**config.mk**
```make
export PLATFORM = sky130hd
export DESIGN_NAME = fifo_mem_ctrl
export DESIGN_NICKNAME = d
export VERILOG_FILES = /design/src/rtl/fifo_mem_ctrl.sv
export SDC_FILE = /design/constraint.sdc
export NUM_CORES = 1
export LEC_CHECK = 0
export ABC_AREA = 1
export BUFFER_PORTS_ARGS = -buffer_cell sky130_fd_sc_hd__buf_2
export CORE_UTILIZATION = 45
export CTS_CLUSTER_DIAMETER = 40
export CTS_CLUSTER_SIZE = 24
export DETAILED_ROUTE_END_ITERATION = 12
export PLACE_DENSITY_LB_ADDON = 0.08
export SLEW_MARGIN = 0
export SYNTH_ARGS = -nofsm -noshare
export SYNTH_HDL_FRONTEND = slang
export SYNTH_SLANG_ARGS = --single-unit
```
**constraint.sdc**
```tcl
create_clock -name clk -period 6.05 [get_ports clk]
set_input_delay 1.21 -clock clk [delete_from_list [all_inputs] [get_ports clk]]
set_output_delay 1.21 -clock clk [all_outputs]
set_load 0.1 [all_outputs]
```
**src/rtl/fifo_mem_ctrl.sv**
```systemverilog
`default_nettype none
// ============================================================================
// fifo_mem_ctrl : pointer/flag controller driving a mem_param as an FWFT FIFO.
// Optional sticky ovf/udf error outputs when FIFO_ERR_FLAGS_EN is defined.
// Revision: 1.0
// ============================================================================
module fifo_mem_ctrl #(
   parameter int DEPTH      = 8,
   parameter int AFULL_LVL  = 2**DEPTH - 4,
   parameter int AEMPTY_LVL = 4
) (
   input  logic             clk,
   input  logic             rst,
   input  logic             push,
   input  logic             pop,
   input  logic             flush,
   output logic             mem_write,
   output logic [DEPTH-1:0] mem_waddr,
   output logic [DEPTH-1:0] mem_raddr,
   output logic [DEPTH:0]   count,
   output logic             full,
   output logic             empty,
   output logic             almost_full,
   output logic             almost_empty
`ifdef FIFO_ERR_FLAGS_EN
   ,
   output logic             ovf,
   output logic             udf
`endif
);

   localparam logic [DEPTH:0] c_CAP = {1'b1, {DEPTH{1'b0}}};
   localparam logic [DEPTH:0] c_ONE = {{DEPTH{1'b0}}, 1'b1};

   logic [DEPTH:0] r_wr_ptr;
   logic [DEPTH:0] r_rd_ptr;
   logic [DEPTH:0] r_count;
   logic           w_push_acc;
   logic           w_pop_acc;

   // Flags come only from the count register, so request inputs never reach them.
   assign full         = (r_count == c_CAP);
   assign empty        = (r_count == '0);
   assign almost_full  = (int'(r_count) >= AFULL_LVL);
   assign almost_empty = (int'(r_count) <= AEMPTY_LVL);

   assign w_push_acc = push & ~full;
   assign w_pop_acc  = pop & ~empty;

   assign mem_write = w_push_acc;
   assign mem_waddr = r_wr_ptr[DEPTH-1:0];
   assign mem_raddr = r_rd_ptr[DEPTH-1:0];
   assign count     = r_count;

   always_ff @(posedge clk or posedge rst) begin
      if (rst) begin
         r_wr_ptr <= '0;
         r_rd_ptr <= '0;
         r_count  <= '0;
      end else if (flush) begin
         r_wr_ptr <= '0;
         r_rd_ptr <= '0;
         r_count  <= '0;
      end else begin
         if (w_push_acc) r_wr_ptr <= r_wr_ptr + c_ONE;
         if (w_pop_acc)  r_rd_ptr <= r_rd_ptr + c_ONE;
         case ({w_push_acc, w_pop_acc})
            2'b10:   r_count <= r_count + c_ONE;
            2'b01:   r_count <= r_count - c_ONE;
            default: r_count <= r_count;
         endcase
      end
   end

`ifdef FIFO_ERR_FLAGS_EN
   logic r_ovf;
   logic r_udf;

   // A new offence in the flush cycle still leaves the flag set.
   always_ff @(posedge clk or posedge rst) begin
      if (rst) begin
         r_ovf <= 1'b0;
         r_udf <= 1'b0;
      end else begin
         r_ovf <= (r_ovf & ~flush) | (push & full);
         r_udf <= (r_udf & ~flush) | (pop & empty);
      end
   end

   assign ovf = r_ovf;
   assign udf = r_udf;
`endif

endmodule
`default_nettype wire

```
==> results_dict.tcl <==
set metrics [dict create \
    grt_usage_pct 20.3 \
    wirelength_mm 3.44 \
    via_count 1452 \
    htreeDepth 1 \
    syn_to_final_growth_pct 16.2 \
    crit_path_end_kind "primary output" \
    routabilityCongestion 0.793 \
    syn_area_sq_um 1660 \
    slew_headroom_pct 35.6 \
    holdBufCountCts 0 \
    cts-root-buf "clkbuf_8" \
    setup_viol 0 \
    die_x_microns 62.7 \
    drtIter0Drc 37 \
    nets 266 \
    clock_path_buffers 2 \
    via_per_inst 4.91 \
    first_pass_iters 4 \
    fmax_mhz 307 \
    grt_pass1_wl_mm 6.36 \
    max_slew.worst_pin.slew_ns 0.965 \
    overflow 0 \
    clkTransAtPathRegs_ns 0.09 \
    finalHoldViolations 0 \
    route.detailed.drc 0 \
    rr_worst_depth 12 \
    synth_cell_type_count 27 \
    critPathMaxFanout 6 \
    hold_depth 2 \
    clock_skew_ns 0.00383 \
    fin_setup_tns_ns 0 \
    grt_pass1_vias 1383 \
    core_sq_um 3440 \
    cp.required_ns 4.84 \
    yosys_warnings 0 \
    syn_area_per_cell_sq_um 7.78 \
    wl_per_cell_microns 11.6 \
    postRouteAntennaNets 0 \
    worst_setup_path_start_kind "primary input" \
    final.period_utilization_pct 53.8 \
    critPathMaxStageDelay_ns 0.45 \
    pin_count 35 \
    cts_tree "built" \
    maxCapViolCount 0 \
    chipHeight_microns 62.7 \
    period_minus_slack_ns 3.25 \
    arrival_ns 2.04 \
    crit_slowest_cell "buf_2" \
    num_antenna_cells 0 \
    hpwl_mm 2.71 \
    cts.sinks 25 \
    status "finished, final reports clean" \
    drv_slew 0 \
    start_util_pct 48.2 \
    path_cells "buf_2 > inv_1 > nor2_4 > buf_2" \
    cts_resized 0 \
    layout-drive-gt1-share_pct 22.4 \
    synth-seq-area-share_pct 37.7 \
    rsz0062_at_grt "false" \
    rows 21 \
    die_area_sq_um 3930 \
    hold_path_class "reg -> reg" \
    cts_setup_buffers 0 \
    path_class "in -> out" \
    ys_ff_latch 25 \
    place.port_buffers 34 \
    numCtsBuffers 3 \
    syn-num-nets 228 \
    clock_latency_ns 0.27 \
    grt_max_degree 26 \
    antenna_found_initial 0 \
    synthCells 213 \
    crit_path_frequent_cell "buf_2" \
]
==> final timing paths <==
check | start | end | slack [ns]
max | push | mem_write | 2.80
min | r_rd_ptr[7] | r_rd_ptr[7] | 0.54
max reg2reg | count[0] | count[8] | 3.49
min reg2reg | r_rd_ptr[7] | r_rd_ptr[7] | 0.54
max in group asynchronous | rst | count[1] | 4.31
min in group asynchronous | rst | count[4] | 1.15
==> synthesized netlist by cell type <==
cell type	count	share of area (%)
a21o_1	1	0.45
a21oi_1	7	2.1
clkbuf_1	1	0.23
dfrtp_1	25	38
fa_1	1	1.2
ha_1	9	6.8
inv_1	24	5.4
inv_2	2	0.45
nand2_1	55	12
nand2_2	3	1.1
nand2_4	2	1.4
nand3_1	11	3.3
nand3_2	3	1.8
nand4_1	4	1.5
nor2_1	18	4.1
nor2_2	5	1.9
nor2_4	2	1.4
nor3_1	7	2.1
nor3b_1	1	0.45
nor4_1	1	0.38
o21ai_0	8	2.4
o21ai_1	6	1.8
o21ai_4	2	2.0
o22ai_1	1	0.38
o31ai_1	3	1.4
xnor2_1	8	4.2
xor2_1	3	1.6
==> placed cells by master (no fill, tap or decap) <==
cell type / n
a21o_1: 1
a21oi_1: 7
buf_2: 34
clkbuf_1: 1
clkbuf_8: 3
dfrtp_1: 25
fa_1: 1
ha_1: 9
inv_1: 24
inv_2: 2
nand2_1: 55
nand2_2: 3
nand2_4: 2
nand3_1: 11
nand3_2: 3
nand4_1: 4
nor2_1: 18
nor2_2: 5
nor2_4: 2
nor3_1: 7
nor3b_1: 1
nor4_1: 1
o21ai_0: 8
o21ai_1: 6
o21ai_4: 2
o22ai_1: 1
o31ai_1: 3
xnor2_1: 8
xor2_1: 3
==> flip-flops by register name (all words and copies together), names as in the netlist <==
signal / cells
r_rd_ptr: 8
count: 9
r_wr_ptr: 8
==> kinds of logic (layout without fill, tap and decap cells) <==
kind of cell,Yosys count,count (layout),synth area share [%]
DFF,25,25,37.7
AOI/OAI and AO/OA,28,28,10.5
adders and majority gates,10,10,8.00
buffers and inverters,27,64,6.11
and+or+nand+nor,112,112,31.8
xor gates and xnor gates,11,11,5.81
==> final cells by class <==
class / count / area, sq um
multi-input cells: 161 / 931
inverters: 26 / 97.6
fillers: 356 / 1520
clock buffers: 4 / 45.0
repair buffers: 34 / 170
flip-flops and latches: 25 / 626
well taps: 46 / 57.6
==> metrics by stage <==
| step | util [%] | setup slack [ns] | std cells | instance area [sq um] | hold WS [ns] |
|---|---|---|---|---|---|
| floorplan | - | 1.53 | 213 | 1660 | 0.997 |
| finish | 56.0 | 2.80 | 296 | 1930 | 0.542 |
| global route | 56.0 | 2.75 | 296 | 1930 | 0.578 |
| global placement | 54.7 | 2.82 | 292 | 1880 | 0.513 |
| CTS | 56.0 | 2.79 | 296 | 1930 | 0.542 |
| detailed placement | 54.7 | 2.79 | 292 | 1880 | 0.521 |
==> critical path, delay by kind of cell <==
kind | cells | cell delay [ns]
buffers and inverters | 3 | 0.65
AND/OR/NAND/NOR | 1 | 0.17
==> layer usage <==
layer | vias to the layer above | wire, microns | GRT usage [%]
met5 | - | 0 | 0
met4 | 0 | 49 | 6.98
met3 | 5 | 103 | 2.55
met2 | 30 | 1480 | 31.3
met1 | 648 | 1800 | 29.1
li1 | 769 | - | -
Power is not shown: default switching activity piles up to over one toggle a cycle in this logic, so the estimate is an artifact.
